`src/rtl/multi_store_seq_pkg.sv`:
```
// Shared definitions for the store-multiple sequencer: state encoding,
// register/word constants and the register-data source encodings that the
// writeback mux also uses.
package multi_store_seq_pkg;

    typedef enum logic [1:0] {
        ST_IDLE  = 2'd0,
        ST_STORE = 2'd1,
        ST_DONE  = 2'd2
    } state_t;

    // Register index stored when the PUSH extra bit is set.
    localparam logic [3:0]  LR_IDX_DEF = 4'd14;
    // Byte step between consecutive word addresses.
    localparam logic [31:0] WORD_INC   = 32'd4;

    // Register-file write data source select, shared with the writeback mux.
    typedef enum logic [1:0] {
        W_REG_DATA_SRC_ALU  = 2'd0,
        W_REG_DATA_SRC_MEM  = 2'd1,
        W_REG_DATA_SRC_PC   = 2'd2,
        W_REG_DATA_SRC_BASE = 2'd3
    } w_reg_data_src_t;

endpackage

```
`src/rtl/multi_store_seq_lowest_set_bit.sv`:
```
// 9-bit priority encoder: index of the lowest set bit plus a valid flag.
// Also used by the load-multiple sequencer.
module lowest_set_bit (
    input  logic [8:0] i_vec,
    output logic [3:0] o_idx,
    output logic       o_valid
);

    // Scan from the top down so the lowest set bit is the last to win.
    always_comb begin
        o_idx   = 4'd0;
        o_valid = 1'b0;
        for (int i = 8; i >= 0; i--) begin
            if (i_vec[i]) begin
                o_idx   = 4'(i);
                o_valid = 1'b1;
            end
        end
    end

endmodule

```
`src/rtl/multi_store_seq.sv`:
```
// Store-multiple sequencer for STMIA / PUSH. Walks the register list lowest
// register first, one register-file read and one memory write per beat,
// then signals completion and the base/SP writeback.
// Build option: MULTI_STORE_BASE_WB_EN enables the base/SP writeback outputs;
// when undefined, wb_base_en and wb_base_data are tied to 0.
module multi_store_seq
    import multi_store_seq_pkg::*;
#(
    parameter int         ADDR_W = 32,
    parameter logic [3:0] LR_IDX = LR_IDX_DEF
) (
    input  logic              clk,
    input  logic              rst,
    input  logic              start,
    input  logic              is_push,
    input  logic [7:0]        reg_list,
    input  logic              extra_bit,
    input  logic [ADDR_W-1:0] base_addr,
    input  logic [ADDR_W-1:0] r_reg_data,
    input  logic              mem_ready,
    output logic [3:0]        r_reg_addr,
    output logic              w_mem_en,
    output logic [ADDR_W-1:0] w_mem_addr,
    output logic [ADDR_W-1:0] w_mem_data,
    output logic              busy,
    output logic              done,
    output logic              wb_base_en,
    output logic [ADDR_W-1:0] wb_base_data
);

    localparam logic [ADDR_W-1:0] W_ALIGN_MASK = {{(ADDR_W-2){1'b1}}, 2'b00};

    state_t            r_state;
    state_t            w_state_nxt;
    logic [8:0]        r_pending;
    logic [ADDR_W-1:0] r_addr;

    logic [8:0]        w_pending_in;
    logic [3:0]        w_cnt;
    logic [ADDR_W-1:0] w_base_al;
    logic [ADDR_W-1:0] w_span;
    logic [ADDR_W-1:0] w_start_addr;
    logic [3:0]        w_lsb_idx;
    logic              w_lsb_vld;
    logic [8:0]        w_pending_clr;
    logic              w_in_store;

    // Pending set seen at start; LR only participates for PUSH.
    assign w_pending_in = {extra_bit & is_push, reg_list};

    // Inline popcount of the pending set.
    always_comb begin
        w_cnt = 4'd0;
        for (int i = 0; i < 9; i++) begin
            w_cnt = w_cnt + 4'(w_pending_in[i]);
        end
    end

    assign w_base_al    = base_addr & W_ALIGN_MASK;
    assign w_span       = ADDR_W'({w_cnt, 2'b00});
    // Full-descending PUSH puts the block below SP; lowest register is still
    // written to the lowest address, so both modes walk upwards.
    assign w_start_addr = is_push ? (w_base_al - w_span) : w_base_al;

    lowest_set_bit u_lsb (
        .i_vec   (r_pending),
        .o_idx   (w_lsb_idx),
        .o_valid (w_lsb_vld)
    );

    assign w_pending_clr = r_pending & ~(9'd1 << w_lsb_idx);
    assign w_in_store    = (r_state == ST_STORE);

    // State register.
    always_ff @(posedge clk or posedge rst) begin
        if (rst) r_state <= ST_IDLE;
        else     r_state <= w_state_nxt;
    end

    // Next-state decode.
    always_comb begin
        w_state_nxt = r_state;
        case (r_state)
            ST_IDLE:  if (start) w_state_nxt = (w_cnt != 4'd0) ? ST_STORE : ST_DONE;
            ST_STORE: if (mem_ready && (w_pending_clr == 9'd0)) w_state_nxt = ST_DONE;
            ST_DONE:  w_state_nxt = ST_IDLE;
            default:  w_state_nxt = ST_IDLE;
        endcase
    end

    // Pending list and address counter; advance only on accepted writes.
    always_ff @(posedge clk or posedge rst) begin
        if (rst) begin
            r_pending <= 9'd0;
            r_addr    <= '0;
        end else if (r_state == ST_IDLE && start) begin
            r_pending <= w_pending_in;
            r_addr    <= w_start_addr;
        end else if (w_in_store && mem_ready) begin
            r_pending <= w_pending_clr;
            r_addr    <= r_addr + ADDR_W'(WORD_INC);
        end
    end

    // Memory-side outputs are state-decoded so they are 0 outside STORE and
    // have no path from mem_ready; data is passed straight from the regfile.
    assign w_mem_en   = w_in_store;
    assign w_mem_addr = w_in_store ? r_addr : '0;
    assign w_mem_data = w_in_store ? r_reg_data : '0;
    assign r_reg_addr = (w_in_store && w_lsb_vld) ?
                        ((w_lsb_idx == 4'd8) ? LR_IDX : w_lsb_idx) : 4'd0;

    assign busy = (r_state != ST_IDLE) | start;
    assign done = (r_state == ST_DONE);

`ifdef MULTI_STORE_BASE_WB_EN
    logic [ADDR_W-1:0] r_final_base;
    logic [ADDR_W-1:0] w_final_base;

    assign w_final_base = is_push ? (w_base_al - w_span) : (w_base_al + w_span);

    // Final base is captured at start and held until the next start.
    always_ff @(posedge clk or posedge rst) begin
        if (rst)                           r_final_base <= '0;
        else if (r_state == ST_IDLE && start) r_final_base <= w_final_base;
    end

    assign wb_base_en   = (r_state == ST_DONE);
    assign wb_base_data = r_final_base;
`else
    assign wb_base_en   = 1'b0;
    assign wb_base_data = '0;
`endif

endmodule

```
`config.mk`:
```
export PLATFORM = sky130hd
export DESIGN_NAME = multi_store_seq
export DESIGN_NICKNAME = d
export VERILOG_FILES = /design/src/rtl/multi_store_seq_pkg.sv /design/src/rtl/multi_store_seq_lowest_set_bit.sv /design/src/rtl/multi_store_seq.sv
export SDC_FILE = /design/constraint.sdc
export NUM_CORES = 1
export LEC_CHECK = 0
export BUFFER_PORTS_ARGS = -buffer_cell sky130_fd_sc_hd__buf_4
export CORE_MARGIN = 2
export CORE_UTILIZATION = 52
export DETAILED_ROUTE_END_ITERATION = 10
export GPL_ROUTABILITY_DRIVEN = 1
export GPL_TIMING_DRIVEN = 0
export PLACE_DENSITY_LB_ADDON = 0.08
export SLEW_MARGIN = 20
export SYNTH_ARGS = -nofsm -noshare
export SYNTH_HDL_FRONTEND = slang
export SYNTH_SLANG_ARGS = --single-unit
```
`constraint.sdc`:
```
create_clock -name clk -period 4.85 [get_ports clk]
set_clock_uncertainty 0.15 [all_clocks]
set_input_delay 0.485 -clock clk [delete_from_list [all_inputs] [get_ports clk]]
set_output_delay 0.485 -clock clk [all_outputs]
set_load 0.02 [all_outputs]
```
# Word-level counts from Yosys, hierarchy flattened

Index checks and enable logic that the tools add are counted.

Output and inout port bits: 104
Flip-flop bits (word level): 43

Shift-type cells: 1
Bitwise operators: 4
Mux-type cells: 31
$add $sub $neg: 10
Equality and inequality tests: 5
Reduce and logical (&&, ||, !) cells: 10

Operator list:

| kind                                                                     | count |
|---|---|
| 32-bit 2-to-1 mux                                                        | 5 |
| 4-bit 2-to-1 mux                                                         | 11 |
| 32-bit by 3-bit adder with 32-bit output (second input constant)         | 1 |
| 32-bit by 6-bit subtractor with 32-bit output                            | 1 |
| 4-bit by 1-bit adder with 4-bit output                                   | 5 |
| 9-bit 2-to-1 mux                                                         | 2 |
| 9-bit bitwise AND                                                        | 1 |
| 9-bit zero test                                                          | 1 |
| 1-bit 2-to-1 mux                                                         | 9 |
| 9-bit inverter                                                           | 1 |
| 1-bit by 4-bit << shifter with 9-bit output (first input constant)       | 1 |
| 2-bit 2-to-1 mux                                                         | 3 |
| 3-bit by 1-bit adder with 4-bit output                                   | 1 |
| 4-bit == test (second input constant)                                    | 1 |
| 1-bit logical AND                                                        | 4 |
| 2-bit case mux with 2 select lines                                       | 1 |
| 2-bit nonzero test                                                       | 2 |
| 4-bit nonzero test                                                       | 1 |
| 2-bit by 1-bit adder with 3-bit output                                   | 1 |
| 1-bit by 1-bit adder with 2-bit output                                   | 1 |
| 2-bit by 1-bit == test with 1-bit output (second input constant)         | 1 |
| 2-bit == test (second input constant)                                    | 1 |
| 2-bit zero test                                                          | 1 |
| 2-bit by 1-bit inequality test with 1-bit output (second input constant) | 1 |
| 4 further kinds                                                          | 4 |

# Logic depth before layout (Yosys ltp)

Gate-level depths: netlist of run 1.

Depth in word-level cells: 16
Mapped depth: 15
Mapped depth without buffers: 14

# Hierarchy

A second synthesis of run 1 with hierarchy kept.

Cell total of the unflattened synthesis: 510
Area total of the unflattened synthesis: 4,108.9 um^2

Modules (own cells, without submodules):

| module          | times used | area each (um^2) | cells each |
|---|---|---|---|
| multi_store_seq | 1          | 4,010.1          | 495 |
| lowest_set_bit  | 1          | 98.8             | 15 |

# Worst setup path before layout of run 1

Ideal clock, no wire load.

Kind: input to register
Start point: in reg_list[0]
End point: reg r_addr[26]
Path slack: -0.099 ns
Setup time: 0.139 ns
Arrival time: 4.660 ns
Stages on the path: 13
Data required time: 4.561 ns
Cells stage by stage: fa_1 inv_1 fa_1 fa_1 fa_1 fa_1 fa_1 a21o_1 a2111o_1 buf_2 nor4_1 xnor2_1 mux2i_1

Longest elaborated chain between the ends: 11

RTL lines:

| item                                                | RTL line               | text |
|---|---|---|
| start, declared                                     | multi_store_seq.sv:16  | `input logic [7:0] reg_list,` |
| 1-bit by 1-bit adder with 2-bit output              | multi_store_seq.sv:55  | `w_cnt = w_cnt + 4'(w_pending_in[i]);` |
| 2-bit by 1-bit adder with 3-bit output              | multi_store_seq.sv:55  |  |
| 3-bit by 1-bit adder with 4-bit output              | multi_store_seq.sv:55  |  |
| 4-bit by 1-bit adder with 4-bit output (5 in a row) | multi_store_seq.sv:55  |  |
| 32-bit by 6-bit subtractor with 32-bit output       | multi_store_seq.sv:63  | `assign w_start_addr = is_push ? (w_base_al - w_span) : w_base_al;` |
| 32-bit 2-to-1 mux                                   | multi_store_seq.sv:63  |  |
| 32-bit 2-to-1 mux                                   | multi_store_seq.sv:96  | `end else if (r_state == ST_IDLE && start) begin` |
| end signal, assigned                                | multi_store_seq.sv:98  | `r_addr <= w_start_addr;` |
| end signal, assigned                                | multi_store_seq.sv:101 | `r_addr <= r_addr + ADDR_W'(WORD_INC);` |
| end, declared                                       | multi_store_seq.sv:36  | `logic [ADDR_W-1:0] r_addr;` |

No other way between the ends.
A chain may end at the register's enable or synchronous reset.

# Final worst setup path of run 1

Start point: in reg_list[0]
End point: reg r_addr[30]

The elaborated chain is that of the path after synthesis.

==> results.yml, run 1 <==
run_status:
  outcome: "finished, final reports clean"
global_route:
  gr-total-overflow: 0
  use_met1_pct: 37.4
  grt_pass1_vias: 3963
  grtUsageMet3_pct: 5.48
  top_usage_layer: "met2"
  grt_first_pass_wirelength_mm: 20.1
  antenna_found_initial: 0
  grtUsageMet2_pct: 52.4
  grt_use_total_pct: 29.7
  grt_max_degree: 31
setup_path:
  path_class: "in2reg"
  crit_path_end_kind: "flop"
  worstPathArrival_ps: 4810
  critical_path_required_ps: 4850
  startpoint_type: "primary input"
  r2r_cells: 4
  worstPathMaxFanout: 4
cells_and_area:
  nNetsFinal: 771
  area_growth_pct: 40.6
  stdcell_count: 779
  antenna_cells: 0
  drive_gt1_share_pct: 31.6
  fin_area_mm2: 0.00561
die:
  floorplan.die_area_mm2: 0.00839
  ios: 182
  coreArea_mm2: 0.00733
  rows: 31
  start_util_pct: 54.4
  die_w_um: 91.6
  die_height_um: 91.6
pwr:
  power_density_mw_per_mm2: 545
  ir_drop_mv: 0.415
  total_power_mw: 3.06
  leakagePower_nw: 2.57
synth:
  async_reset_ff_share_pct: 100
  synth_area_mm2: 0.00399
  seq_area_frac_synth_pct: 25.7
  synth_edf_count: 0
  synth_area_leaders: "dfrtp_1 (26%), and2_1 (10%), xnor2_1 (7.5%)"
  ys_warn_count: 0
  synth-seq-cells: 41
  yosysTopAreaCell: "dfrtp_1"
  netlist_top_cells_count: "and2_1 (65), dfrtp_1 (41), buf_4 (36), xnor2_1 (34), nor2_1 (28)"
  synth.most_common_cell: "and2_1"
  synth_top_flop_cell: "dfrtp_1"
  avgSynthCellArea_um2: 8.17
  synthCells: 488
  yosysTopAreaCellShare_pct: 25.7
  ys_types: 53
timing:
  rsz0062_at_grt: "true"
  whs_ps: 267
  post-route-period-util_pct: 99.3
  slew_violations: 0
  timing.setup.tns_ps: 0
  worstMarginPinSlew_ps: 1020
  fmax_mhz: 208
  fin_crit_ps: 4820
  finalSetupViolCount: 0
  finalHoldViolCount: 0
  relSlewSlack_pct: 31.6
cts:
  clk_pin_slew_ps: 80
  cts_tree: "yes"
  cts_buffers: 5
  clk_path_buf_depth: 2
  cts.sinks: 41
  cts-htree-levels: 2
  clk_latency_ps: 300
  cts_root_buf: "clkbuf_8"
worst_hold_path:
  hold_depth: 3
  hp-class: "in2reg"
route:
  drt_iter0_drc: 366
  routed_via_density: 5.57
  drc_errors: 0
  wirelength_mm: 12.9
  first_pass_iters: 5
  ant_nets: 0
  wire_per_inst_um: 16.6
  vias: 4339
placed_design:
  port_buffers: 143
  hpwlAfterDp_mm: 9.82
  dp_cells: 765
  routabilityCongestion: 0.927
  place_area_mm2: 0.00537
run:
  maxCapViolations: 0
-- through the flow --
| step | worst slack (ps) | util [%] |
|---|---|---|
| after floorplan | 26.4 | - |
| after global placement | -359 | 72.9 |
| after detailed placement | -467 | 73.2 |
| after CTS | -3.01 | 74.9 |
| after global routing | -71.4 | 76.5 |
| final | 33.9 | 76.5 |
-- path summary, 6_finish.rpt --
check                             from           end  slack (ps)
setup / recovery           reg_list[0]    r_addr[30]          30
max in group asynchronous          rst    r_addr[16]        3530
setup reg to reg            r_state[0]    r_addr[14]        2220
hold / removal             reg_list[1]  r_pending[1]         270
hold reg to reg              r_addr[6]     r_addr[6]         440
min in group asynchronous          rst    r_addr[15]         550
-- registers in the layout, summed over array words and instances (netlist names) --
| register | flops |
|---|---|
| r_state | 2 |
| r_addr | 30 |
| r_pending | 9 |
-- cell type report --
| cell class | instances | area, um^2 |
|---|---|---|
| plain buffers | 61 | 377 |
| clock buffers | 7 | 86.3 |
| fillers | 570 | 1720 |
| inverters | 20 | 75.1 |
| multi-input cells | 400 | 2770 |
| flip-flops and latches | 41 | 1030 |
| well taps | 99 | 124 |
| repair buffers | 151 | 1150 |
-- worst max-delay path: stages --
cell and delay (ps):
buf_8 100, fa_1 530, inv_1 50, fa_1 520, fa_1 430, fa_2 380, fa_2 470, fa_2 390
a21o_1 200, a2111o_1 470, buf_4 190, nor4b_4 290, xnor2_1 190, mux2i_1 110
-- cell families (layout without fill, tap and decap cells) --
group,after synthesis,after routing,share of synthesized area (%)
mux,20,20,5.02
other cells,1,35,0.0940
fa+ha+maj,14,14,5.46
flops,41,41,25.7
compound gates,59,59,9.72
xor+xnor,47,47,10.3
buf+inv,81,239,11.1
simple gates,225,225,32.6
-- power by group --
part	internal, mW	total, mW	switching [mW]
clock	0.113	0.237	0.124
sequential	0.509	0.740	0.230
combinational	0.906	2.08	1.17
total	1.53	3.06	1.53
-- per-layer routing --
metal,routed length [um],vias up
li1,-,2023
met1,5030,2023
met2,6330,266
met3,1320,27
met4,240,0
met5,0,-
-- cell usage in the layout, fill, tap and decap left out, types with 3 or more instances in the layout --
cell / n
fa_2: 3
nand4_1: 12
conb_1: 35
o31ai_1: 3
a221oi_1: 3
inv_1: 19
fa_1: 3
and2_1: 65
clkbuf_8: 6
a21oi_1: 7
ha_1: 6
or3_1: 3
or4_1: 6
mux2i_1: 20
nand3b_1: 3
nor4_2: 5
and4_1: 8
xor2_1: 12
dfrtp_1: 41
o211ai_1: 6
xnor2_1: 34
nand2b_1: 3
nand3_1: 13
nor2b_1: 4
o21ai_0: 21
nor3_1: 18
nor4_4: 3
clkbuf_1: 21
nand2_1: 23
buf_4: 183
nor4_1: 13
and3_1: 6
a211oi_1: 4
nor2_1: 28
-- repair_timing --
item                                    CTS  global route
hold buffers                              1             0
endpoints found under the hold margin    11             0
pin swaps                                 4             4
gates cloned                              0             1
gates resized for setup                   4            15
buffers inserted                          1             4
endpoints found under the setup margin   17            22
(Power assumes the default switching activity.)
==> inputs of run 2 (changes only) <==
Settings changed: CORE_ASPECT_RATIO set to 2.
==> results.yml, run 2 (synthesis gave the netlist of run 1 again) <==
cts:
  clk_latency_ps: 290
  cts_tree: "yes"
  clk_pin_slew_ps: 60
  clk_path_buf_depth: 2
  cts_buffers: 5
  cts-htree-levels: 2
  cts_root_buf: "clkbuf_16"
  cts.sinks: 41
route:
  first_pass_iters: 5
  wirelength_mm: 12.0
  wl_met1_mm: 4.63
  routed_via_density: 5.38
  wire_per_inst_um: 15.5
  drc_errors: 0
  ant_nets: 0
  vias: 4155
  drt_iter0_drc: 316
  route.met2.wl_mm: 6.08
  highest_layer: "met4"
  wl_met3_um: 995
timing:
  setup_slack_ps: 30.9
  post-route-period-util_pct: 99.4
  worstMarginPinSlew_ps: 789
  fmax_mhz: 208
  relSlewSlack_pct: 47.4
  whs_ps: 276
  finalHoldViolCount: 0
  finalSetupViolCount: 0
  slew_violations: 0
  fin_crit_ps: 4820
  rsz0062_at_grt: "true"
setup_path:
  r2r-start: "r_state[1]"
  worstPathMaxFanout: 4
  worstPathArrival_ps: 4810
  crit_path_end_kind: "flop"
  startpoint_type: "primary input"
  critical_path_required_ps: 4840
  path_class: "in2reg"
  crit_buf_inv: 3
  cp_slowest_cell: "fa_1"
  critPathMaxStageDelay_ps: 530
  cp_cell_sequence: "buf_6 -> fa_1 -> inv_1 -> fa_1 -> fa_1 -> fa_2 -> fa_2 -> fa_2 -> a21o_1 -> a2111o_1 -> buf_4 -> nor4b_2 -> xnor2_1 -> o211ai_1"
  crit_path_start: "reg_list[0]"
  crit_family: "adder cells"
cells_and_area:
  nNetsFinal: 769
  mostFrequentLayoutCells: "buf_4 (181), and2_1 (65), dfrtp_1 (41), conb_1 (35), xnor2_1 (33)"
  largest_reg_flops: 30
  fin_area_mm2: 0.00567
  fillCellCount: 602
  drive_gt1_share_pct: 32.0
  regMostFlops: "r_addr"
  final_util_pct: 75.8
  antenna_cells: 0
  area_growth_pct: 42.3
  reg_top3: "r_addr (30), r_pending (9), r_state (2)"
  final_common_cell: "buf_4"
global_route:
  antenna_found_initial: 0
  grt_pass1_vias: 3812
  grt_max_degree: 34
  grt_use_total_pct: 27.9
  grt_first_pass_wirelength_mm: 18.4
  gr-total-overflow: 0
run:
  maxCapViolations: 0
run_status:
  outcome: "finished, final reports clean"
pwr:
  power_density_mw_per_mm2: 554
  total_power_mw: 3.14
  leakagePower_nw: 2.60
  ir_drop_mv: 0.298
die:
  die_height_um: 128
  coreArea_mm2: 0.00749
  die_w_um: 65.9
  floorplan.die_area_mm2: 0.00843
  rows: 45
  ios: 182
  start_util_pct: 53.3
worst_hold_path:
  hold_start: "reg_list[3]"
  hp-class: "in2reg"
placed_design:
  place_area_mm2: 0.00536
  port_buffers: 143
  post-place-ws_ps: -441
  routabilityCongestion: 0.914
  hpwlAfterDp_mm: 9.06
run 2: routing by layer:
metal  GRT usage (%)  vias up
met5               0        -
met4            10.2        0
met3            3.95       26
met2            47.1      217
met1            35.7     1890
li1                -     2022
run 2: cell type report:
cell class	instances	area (um^2)	area share [%]
tap	94	118	2.07
timing repair buffer	149	1130	20.0
inverter	20	75.1	1.32
sequential	41	1030	18.1
buffer	61	374	6.59
clock buffer	5	125	2.21
clock inverter	2	35.0	0.617
multi-input combinational	400	2790	49.1
run 2: tightest hold or removal path, cell delays in order:
cell	delay, ps
buf_4	90
nand2_1	40
o21ai_0	60
run 2: path summary, 6_finish.rpt:
path,end,slack [ps],depth (start not counted)
max in group asynchronous,r_addr[21],3580,4
hold reg to reg,r_addr[6],430,1
min in group asynchronous,r_pending[8],530,3
setup / recovery,r_addr[22],30,14
hold / removal,r_pending[3],280,3
setup reg to reg,r_addr[4],2190,5
run 2: power breakdown:
group / internal [mW] / leakage [nW] / total, mW / switching, mW
logic: 0.894 / 2.03 / 2.03 / 1.14
registers: 0.511 / 0.492 / 0.734 / 0.223
clock network: 0.239 / 0.0797 / 0.381 / 0.142
run 2: per-stage QoR:
step / cells / TNS [ps]
6_report: 772 / 0
3_5_place_dp: 760 / -5740
4_1_cts: 770 / 0
2_1_floorplan: 522 / 0
5_1_grt: 772 / -64.9
3_3_place_gp: 759 / -4770
run 2: repair_timing:
action                     CTS  global route
setup endpoints to repair    9            15
setup buffers                1             2
hold endpoints to repair     8             0
hold buffers                 1             0
pin swaps                    4             5
cloned                       1             0
resized for setup            6            13
==> inputs of run 3 (changes only) <==
Settings changed: CORE_UTILIZATION 52 to 48.
Clock period 4.85 ns to 5.5 ns, I/O delays scaled along.
==> results.yml, run 3 (synthesis gave the netlist of run 1 again) <==
cts:
  clk_path_buf_depth: 2
  clk_pin_slew_ps: 60
  cts_root_buf: "clkbuf_16"
  clk_latency_ps: 290
  cts_tree: "yes"
  hold_buffers: 0
  post_cts_resized: 0
  cts_buffers: 5
  cts_setup_buffers: 0
  cts.sinks: 41
  cts-htree-levels: 2
setup_path:
  startpoint_type: "primary input"
  r2r_cells: 5
  worstPathArrival_ps: 5200
  critical_path_required_ps: 5500
  cp_cell_sequence: "buf_4 -> fa_1 -> inv_1 -> fa_1 -> fa_1 -> fa_1 -> fa_1 -> fa_1 -> a21o_1 -> a2111o_1 -> buf_2 -> nor4_1 -> xnor2_1 -> mux2i_1"
  cpMostUsedCell: "fa_1"
  crit_path_start: "reg_list[0]"
  crit_end: "r_addr[26]"
  r2r_setup_slack_ps: 2620
  crit_path_end_kind: "flop"
  path_class: "in2reg"
  r2r-start: "r_state[1]"
  r2r-end: "r_addr[4]"
  cp_slowest_cell: "fa_1"
  worstPathMaxFanout: 10
  critPathMaxStageDelay_ps: 530
route:
  first_pass_iters: 6
  vias: 4215
  drt_iter0_drc: 231
  routed_via_density: 5.46
  drc_errors: 0
  wirelength_mm: 12.9
  wire_per_inst_um: 16.7
  ant_nets: 0
global_route:
  grt_max_degree: 22
  gr-total-overflow: 0
  grt_first_pass_wirelength_mm: 19.5
  top_usage_layer: "met2"
  grt_use_total_pct: 28.5
  antenna_found_initial: 0
  grt_pass1_vias: 3977
  grtUsageMet3_pct: 3.83
  grtUsageMet2_pct: 51.2
  use_met1_pct: 30.7
timing:
  post-route-period-util_pct: 94.7
  fmax_mhz: 192
  slew_violations: 0
  rsz0062_at_grt: "false"
  worstMarginPinSlew_ps: 834
  finalHoldViolCount: 0
  finalSetupViolCount: 0
  relSlewSlack_pct: 43.9
  timing.setup.tns_ps: 0
  fin_crit_ps: 5210
pwr:
  power_density_mw_per_mm2: 511
  total_power_mw: 2.82
  ir_drop_mv: 0.270
  leakagePower_nw: 2.53
die:
  rows: 47
  die_w_um: 68.5
  start_util_pct: 48.8
  die_height_um: 133
  ios: 182
  coreArea_mm2: 0.00817
  floorplan.die_area_mm2: 0.00910
cells_and_area:
  largest_reg_flops: 30
  antenna_cells: 0
  nNetsFinal: 764
  regArea_mm2: 0.00103
  area_growth_pct: 38.3
  fillCellCount: 731
  mostFrequentLayoutCells: "buf_4 (179), and2_1 (65), dfrtp_1 (41), conb_1 (35), xnor2_1 (34)"
  multi_input_area_mm2: 0.00265
  final_common_cell: "buf_4"
  reg_top3: "r_addr (30), r_pending (9), r_state (2)"
  drive_gt1_share_pct: 29.1
  regMostFlops: "r_addr"
placed_design:
  hpwlAfterDp_mm: 10.5
  port_buffers: 143
  routabilityCongestion: 0.929
run_status:
  outcome: "finished, final reports clean"
worst_hold_path:
  hp-class: "in2async"
run:
  maxCapViolations: 0
-- run 3: power breakdown --
group | total [mW] | internal, mW | switching [mW]
Sequential | 0.651 | 0.450 | 0.201
Combinational | 1.81 | 0.776 | 1.04
Clock | 0.352 | 0.227 | 0.126
Total | 2.82 | 1.45 | 1.37
-- run 3: per-layer routing --
| layer | share of wire, % | up-vias | wire, um |
|---|---|---|---|
| li1 | - | 2007 | - |
| met1 | 34 | 1958 | 4420 |
| met2 | 55 | 213 | 7160 |
| met3 | 6.4 | 37 | 821 |
| met4 | 4.0 | 0 | 519 |
| met5 | 0 | - | 0 |
-- run 3: through the flow --
step                      area, um^2  instances  hold WS [ps]  setup WS, ps  util [%]
after global placement          5310        763           431          54.3      65.0
after detailed placement        5340        764           438         -7.95      65.3
after floorplan                 4120        522           358           486         -
after global routing            5520        772           183           118      67.5
final                           5520        772           144           292      67.5
after CTS                       5520        772           159           292      67.5
-- run 3: layout make-up --
cell class / count / share of cell area, %
multi-input combinational: 400 / 48.0
timing repair buffer: 144 / 20.0
sequential: 41 / 18.6
buffer: 61 / 6.65
clock buffer: 6 / 2.52
tap: 98 / 2.22
inverter: 20 / 1.36
clock inverter: 2 / 0.680
-- run 3: worst min path at each step --
stage / startpoint / endpoint / slack (ps)
after global placement: r_addr[21] / r_addr[21] / 430
after CTS: rst / r_addr[3] / 160
after floorplan: r_addr[6] / r_addr[6] / 360
after detailed placement: r_addr[14] / r_addr[14] / 440
after global routing: rst / r_addr[3] / 180
final: rst / r_addr[3] / 140
-- run 3: worst max-delay path: cells and delay by family --
kind            cells  cell delay, ps
xor+xnor            1             180
simple gates        1             350
buf+inv             3             440
mux                 1              90
fa+ha+maj           6            2880
compound gates      2             710
